$ cat src/rtl/div_pkg.sv
// Shared definitions for the sequential restoring divider and its future unrolled variant.
package div_pkg;

    localparam int N_W_DEF = 8;
    localparam int D_W_DEF = 4;

    // Width of the step counter; never below one bit so a 1-bit dividend still builds.
    function automatic int cnt_width(input int n_w);
        return (n_w <= 2) ? 1 : $clog2(n_w);
    endfunction

    localparam int CNT_W = cnt_width(N_W_DEF);

    // Quotient reported on divide-by-zero: all ones.
    localparam logic [N_W_DEF-1:0] DBZ_QUOTIENT = '1;

    typedef enum logic [1:0] {
        IDLE = 2'd0,
        BUSY = 2'd1,
        DONE = 2'd2
    } div_state_t;

endpackage

$ cat src/rtl/div_step.sv
// One combinational restoring-division step: shift in a dividend bit, trial-subtract the divisor.
module div_step #(
    parameter int D_W = div_pkg::D_W_DEF
) (
    input  logic [D_W-1:0] r_in,
    input  logic           q_msb,
    input  logic [D_W-1:0] d,
    output logic [D_W-1:0] r_next,
    output logic           q_bit
);

    logic [D_W:0] t;

    // R is always below D, so a successful subtraction fits back into D_W bits
    // and the low D_W bits of the modular difference are exact.
    always_comb begin
        t      = {r_in, q_msb};
        q_bit  = (t >= {1'b0, d});
        r_next = q_bit ? (t[D_W-1:0] - d) : t[D_W-1:0];
    end

endmodule

$ cat src/rtl/seq_div_8by4.sv
// Iterative restoring divider, one quotient bit per cycle, valid/ready on both sides.
module seq_div_8by4
    import div_pkg::*;
#(
    parameter int N_W = N_W_DEF,
    parameter int D_W = D_W_DEF
) (
    input  logic           clk,
    input  logic           rst,
    input  logic           in_valid,
    output logic           in_ready,
    input  logic [N_W-1:0] dividend,
    input  logic [D_W-1:0] divisor,
    output logic           out_valid,
    input  logic           out_ready,
    output logic [N_W-1:0] quotient,
    output logic [D_W-1:0] remainder,
    output logic           dbz
);

    localparam int LOC_CNT_W = cnt_width(N_W);

    div_state_t           state;
    logic [N_W-1:0]       q_reg;
    logic [D_W-1:0]       d_reg;
    logic [D_W-1:0]       r_reg;
    logic [LOC_CNT_W-1:0] count;

    logic [D_W-1:0]       r_next;
    logic                 q_bit;
    logic [N_W-1:0]       q_next;

    div_step #(
        .D_W (D_W)
    ) u_step (
        .r_in   (r_reg),
        .q_msb  (q_reg[N_W-1]),
        .d      (d_reg),
        .r_next (r_next),
        .q_bit  (q_bit)
    );

    assign q_next   = {q_reg[N_W-2:0], q_bit};
    assign in_ready = (state == IDLE);

    // Control and datapath in one block; results are registered on the final step
    // so outputs stay frozen through DONE regardless of the working registers.
    always_ff @(posedge clk or posedge rst) begin
        if (rst) begin
            state     <= IDLE;
            q_reg     <= '0;
            d_reg     <= '0;
            r_reg     <= '0;
            count     <= '0;
            out_valid <= 1'b0;
            quotient  <= '0;
            remainder <= '0;
            dbz       <= 1'b0;
        end else begin
            case (state)
                IDLE: begin
                    if (in_valid) begin
                        q_reg <= dividend;
                        d_reg <= divisor;
                        r_reg <= '0;
                        count <= LOC_CNT_W'(N_W - 1);
                        if (divisor == '0) begin
                            quotient  <= DBZ_QUOTIENT;
                            remainder <= '0;
                            dbz       <= 1'b1;
                            out_valid <= 1'b1;
                            state     <= DONE;
                        end else begin
                            state <= BUSY;
                        end
                    end
                end
                BUSY: begin
                    q_reg <= q_next;
                    r_reg <= r_next;
                    count <= count - LOC_CNT_W'(1);
                    if (count == '0) begin
                        quotient  <= q_next;
                        remainder <= r_next;
                        dbz       <= 1'b0;
                        out_valid <= 1'b1;
                        state     <= DONE;
                    end
                end
                DONE: begin
                    if (out_ready) begin
                        out_valid <= 1'b0;
                        state     <= IDLE;
                    end
                end
                default: begin
                    out_valid <= 1'b0;
                    state     <= IDLE;
                end
            endcase
        end
    end

endmodule

$ cat config.mk
export PLATFORM = sky130hd
export DESIGN_NAME = seq_div_8by4
export DESIGN_NICKNAME = d
export VERILOG_FILES = /design/src/rtl/div_pkg.sv /design/src/rtl/div_step.sv /design/src/rtl/seq_div_8by4.sv
export SDC_FILE = /design/constraint.sdc
export NUM_CORES = 1
export LEC_CHECK = 0
export ABC_AREA = 0
export CAP_MARGIN = 20
export CORE_AREA = 2 2 91 93
export CTS_BUF_LIST = sky130_fd_sc_hd__clkbuf_4 sky130_fd_sc_hd__clkbuf_8
export CTS_CLUSTER_DIAMETER = 30
export DETAILED_ROUTE_END_ITERATION = 8
export DIE_AREA = 0 0 93 95
export PLACE_DENSITY = 0.41
export SLEW_MARGIN = 10
export SYNTH_ARGS = -nofsm -noshare
export SYNTH_HDL_FRONTEND = slang
export SYNTH_HIERARCHICAL = 1
export SYNTH_SLANG_ARGS = --single-unit
$ cat constraint.sdc
create_clock -name clk -period 1.5 [get_ports clk]
set_input_delay 0.3 -clock clk [delete_from_list [all_inputs] [get_ports clk]]
set_output_delay 0.3 -clock clk [all_outputs]
set_load 0.005 [all_outputs]
==> impl_results.md <==
* Status: finished, violations left
* Failing checks: negative setup slack
* Post-synth ARST share at between 90% and 100%
* Initial antenna violation count at 0
* Initial Util at a little under a quarter
* Setup ws final at -0.1653 ns
* DR vias at approximately 1600
* Antenna Cells at 0
* Worst vdd ir at around 0.00060 V
* Routed vias/inst at around 4.3
* Final Instance Count excl. Fillers at 368
* LEAKAGE at roughly 1.3 nW
* Least-Margin Pin Slew at 0.3465 ns
* Commonest cells after routing, fill and taps aside: 40 x buf_4, 33 x dfrtp_1, 24 x nand2_1
* Setup Skew at 0.005343 ns
* Vias in the first global route at between 1500 and 2000
* Final Max Tran Viols at 0
* Setup violators final at 10
* Final hold vios at 0
* Max_slew headroom at 76.76%
* Register clock-pin slew on the reported worst setup and hold paths at roughly 0.070 ns
* Die height at between 90 and 100 um
* Main synth FF type: dfrtp_1
* Most common cell after layout, fill and taps aside: buf_4
* WS Path Type: reg -> reg
* Crit path DAT at 1.84 ns
* DP HPWL at ~3400 um
* Syn Area/Cell at 9.955 um2
* Hold Path End: d_reg[0]$_DFFE_PP0P_
* First-pass GRT wire length at slightly below 8000 um
* Max-cap violations at 0
* Netlist cell types at 39
* Clk_lat worst skew at approximately 0.29 ns
* 1st-pass router iterations at 4
* Crit-path max FO at 4
* WL/cell at 13.26 um
* FF-to-FF Start: r_reg[1]$_DFFE_PP0P_
* Number of cells on the worst hold path at 2
* RSZ-0062 raised after global routing: yes
* Dpl cells at 340
* Mapped cell area at approximately 0.0018 mm2
* Synthesized Nets at between 200 and 250
* # DRC at 0
* Number of DRC markers in iteration 0 at 47
* CP peak stage delay at 0.42 ns
* Fillers at around 840
* Hold Path Origin: divisor[0]
* Num CTS Buffers at 5
* Min-Delay Path Class: in -> reg
* Crit-path slowest cell: dfrtp_1
* Met3 GRT Util at under 10%
* Sequential area share after synthesis at between 40 and 50%
* Routing usage on met2 at 18.78%
* Share of layout cells above drive strength 1 at between 40% and 50%
* Setup crit start kind: flip-flop
* Rows at 33
* CTS tree: done
* GRT Total Usage at around an eighth
* Area of the multi-input gates at about 990 um2
* Clock root cell: clkbuf_8
* R2R cell count at 7
* Mapped Cells at around 190
* Post-synth EDFFs at 0
* Top Ports at 31
* CTS Buffer Depth at 2
* RePlAce Congestion at 0.7084
* Max Freq at about 600 MHz
* CTS H-Tree Depth at 2
* Gr ovfl total at 0
* Full die area at approximately 0.0088 mm2
* Sequential Area at roughly 880 um2
* Yosys warnings at 6
* Worst R2R Setup Slack at -0.17 ns
* WP data required at 1.67 ns
* DRT antenna net count at 0
* PnR Total Power at 0.006440 W
* Final worst-path cycle share at 111.0%
* Met1 usage at approximately 16%
* Port bufs at 30
* Width of the die at between 90 and 100 um
* Pin count of the biggest net entering global routing at 36
* Seq cells post-synth at 35
* Critical Path End Type: flip-flop
* GRT Max-Usage Layer: met2
* PwrDens at roughly 2200 mW/mm2
* CP cell instances: ha_4 -> o21ai_4 -> a21oi_4 -> nor2_4 -> mux2_4 -> nand2_4 -> o221ai_2
* WL final at 4881 um
* Synthesis-to-layout area growth at 58.15%
* R2r endpoint: remainder[2]$_DFFE_PP0P_
* Final min period at ~1.7 ns
* # clock sinks at 35
* NumNets Final at about 290
* Area of the core at 0.007928 mm2
report_power, final:
group / switching, W / leakage, nW / internal, W / total [W]
sequential: 0.000285 / 0.397 / 0.00132 / 0.00160
combinational: 0.00187 / 0.815 / 0.00226 / 0.00413
clock: 0.000347 / 0.0470 / 0.000361 / 0.000708
cells in the mapped netlist (all sizes together) (2+ instances only):
cell type / number / share of area, %
dfrtp: 35 / 48
nand2: 28 / 5.8
nor2: 26 / 6.9
a21oi: 15 / 6.9
inv: 14 / 2.9
a31oi: 8 / 2.7
o22ai: 8 / 2.7
buf: 7 / 2.4
ha: 6 / 4.1
mux2: 5 / 3.3
o21ai: 4 / 1.5
a22o: 2 / 0.95
a22oi: 2 / 0.81
a32o: 2 / 1.1
clkbuf: 2 / 0.41
mux2i: 2 / 1.1
nand2b: 2 / 0.68
nand3: 2 / 0.54
nor2b: 2 / 0.68
nor3: 2 / 0.54
o221ai: 2 / 1.6
layout make-up:
| cell class | count | area share (%) |
|---|---|---|
| clock buffer | 6 | 2.835 |
| timing repair buffer | 80 | 26.37 |
| inverter | 14 | 1.976 |
| multi-input combinational | 127 | 33.98 |
| clock inverter | 1 | 0.1718 |
| tap | 105 | 4.510 |
| sequential | 35 | 30.15 |
worst max-delay path by stage:
stage                              start                       end  depth (start not counted)  slack [ns]
detailed placement            divisor[2]  remainder[3]$_DFFE_PP0P_                          5       -0.50
CTS                 r_reg[0]$_DFFE_PP0P_  remainder[1]$_DFFE_PP0P_                          6       -0.19
floorplan           d_reg[1]$_DFFE_PP0P_  remainder[2]$_DFFE_PP0P_                          8       -0.12
global route        d_reg[1]$_DFFE_PP0P_  remainder[2]$_DFFE_PP0P_                          8       -0.22
finish              r_reg[1]$_DFFE_PP0P_  remainder[2]$_DFFE_PP0P_                          7       -0.17
global placement              divisor[2]  remainder[3]$_DFFE_PP0P_                          5       -0.49
critical path, delay by kind of cell, from the launching register on:
family                     cells  cell delay (ns)
DFF                            1             0.42
and+or+nand+nor                2             0.25
AOI/OAI and AO/OA              3             0.27
adders and majority gates      1             0.27
muxes                          1             0.33
kinds of logic (layout without fill, tap and decap cells):
logic type | after synthesis | count (layout) | synth area share (%)
adders and majority gates | 7 | 7 | 5.163
buffers and inverters | 23 | 101 | 5.638
xor gates and xnor gates | 1 | 1 | 0.4756
muxes | 7 | 7 | 4.347
and+or+nand+nor | 65 | 65 | 16.51
DFF | 35 | 35 | 47.55
AOI/OAI and AO/OA | 47 | 47 | 20.31
what timing repair did:
item | 4_1_cts | 5_1_grt
buffers inserted | 16 | 6
endpoints found under the setup margin | 30 | 35
gates cloned | 1 | 0
resized for setup | 23 | 33
hold buffers | 0 | 0
pin swaps | 9 | 15
metal layers:
layer	vias to the layer above	part of all wire, %
met5	-	0
met4	0	1.3
met3	7	2.3
met2	21	47
met1	747	49
li1	800	-
stage by stage:
step           setup WS, ns  hold WS, ns  instance area [um2]  setup TNS (ns)  utilization (%)
2_1_floorplan       -0.1250       0.4500                 1857         -0.2038                -
3_3_place_gp        -0.4906       0.4884                 2495          -8.353            31.47
3_5_place_dp        -0.5019       0.4951                 2495          -8.483            31.47
4_1_cts             -0.1864       0.3581                 2805          -1.331            35.39
5_1_grt             -0.2182       0.2821                 2913          -1.627            36.74
6_report            -0.1653       0.2746                 2913          -1.007            36.74
(Power assumes the default switching activity.)
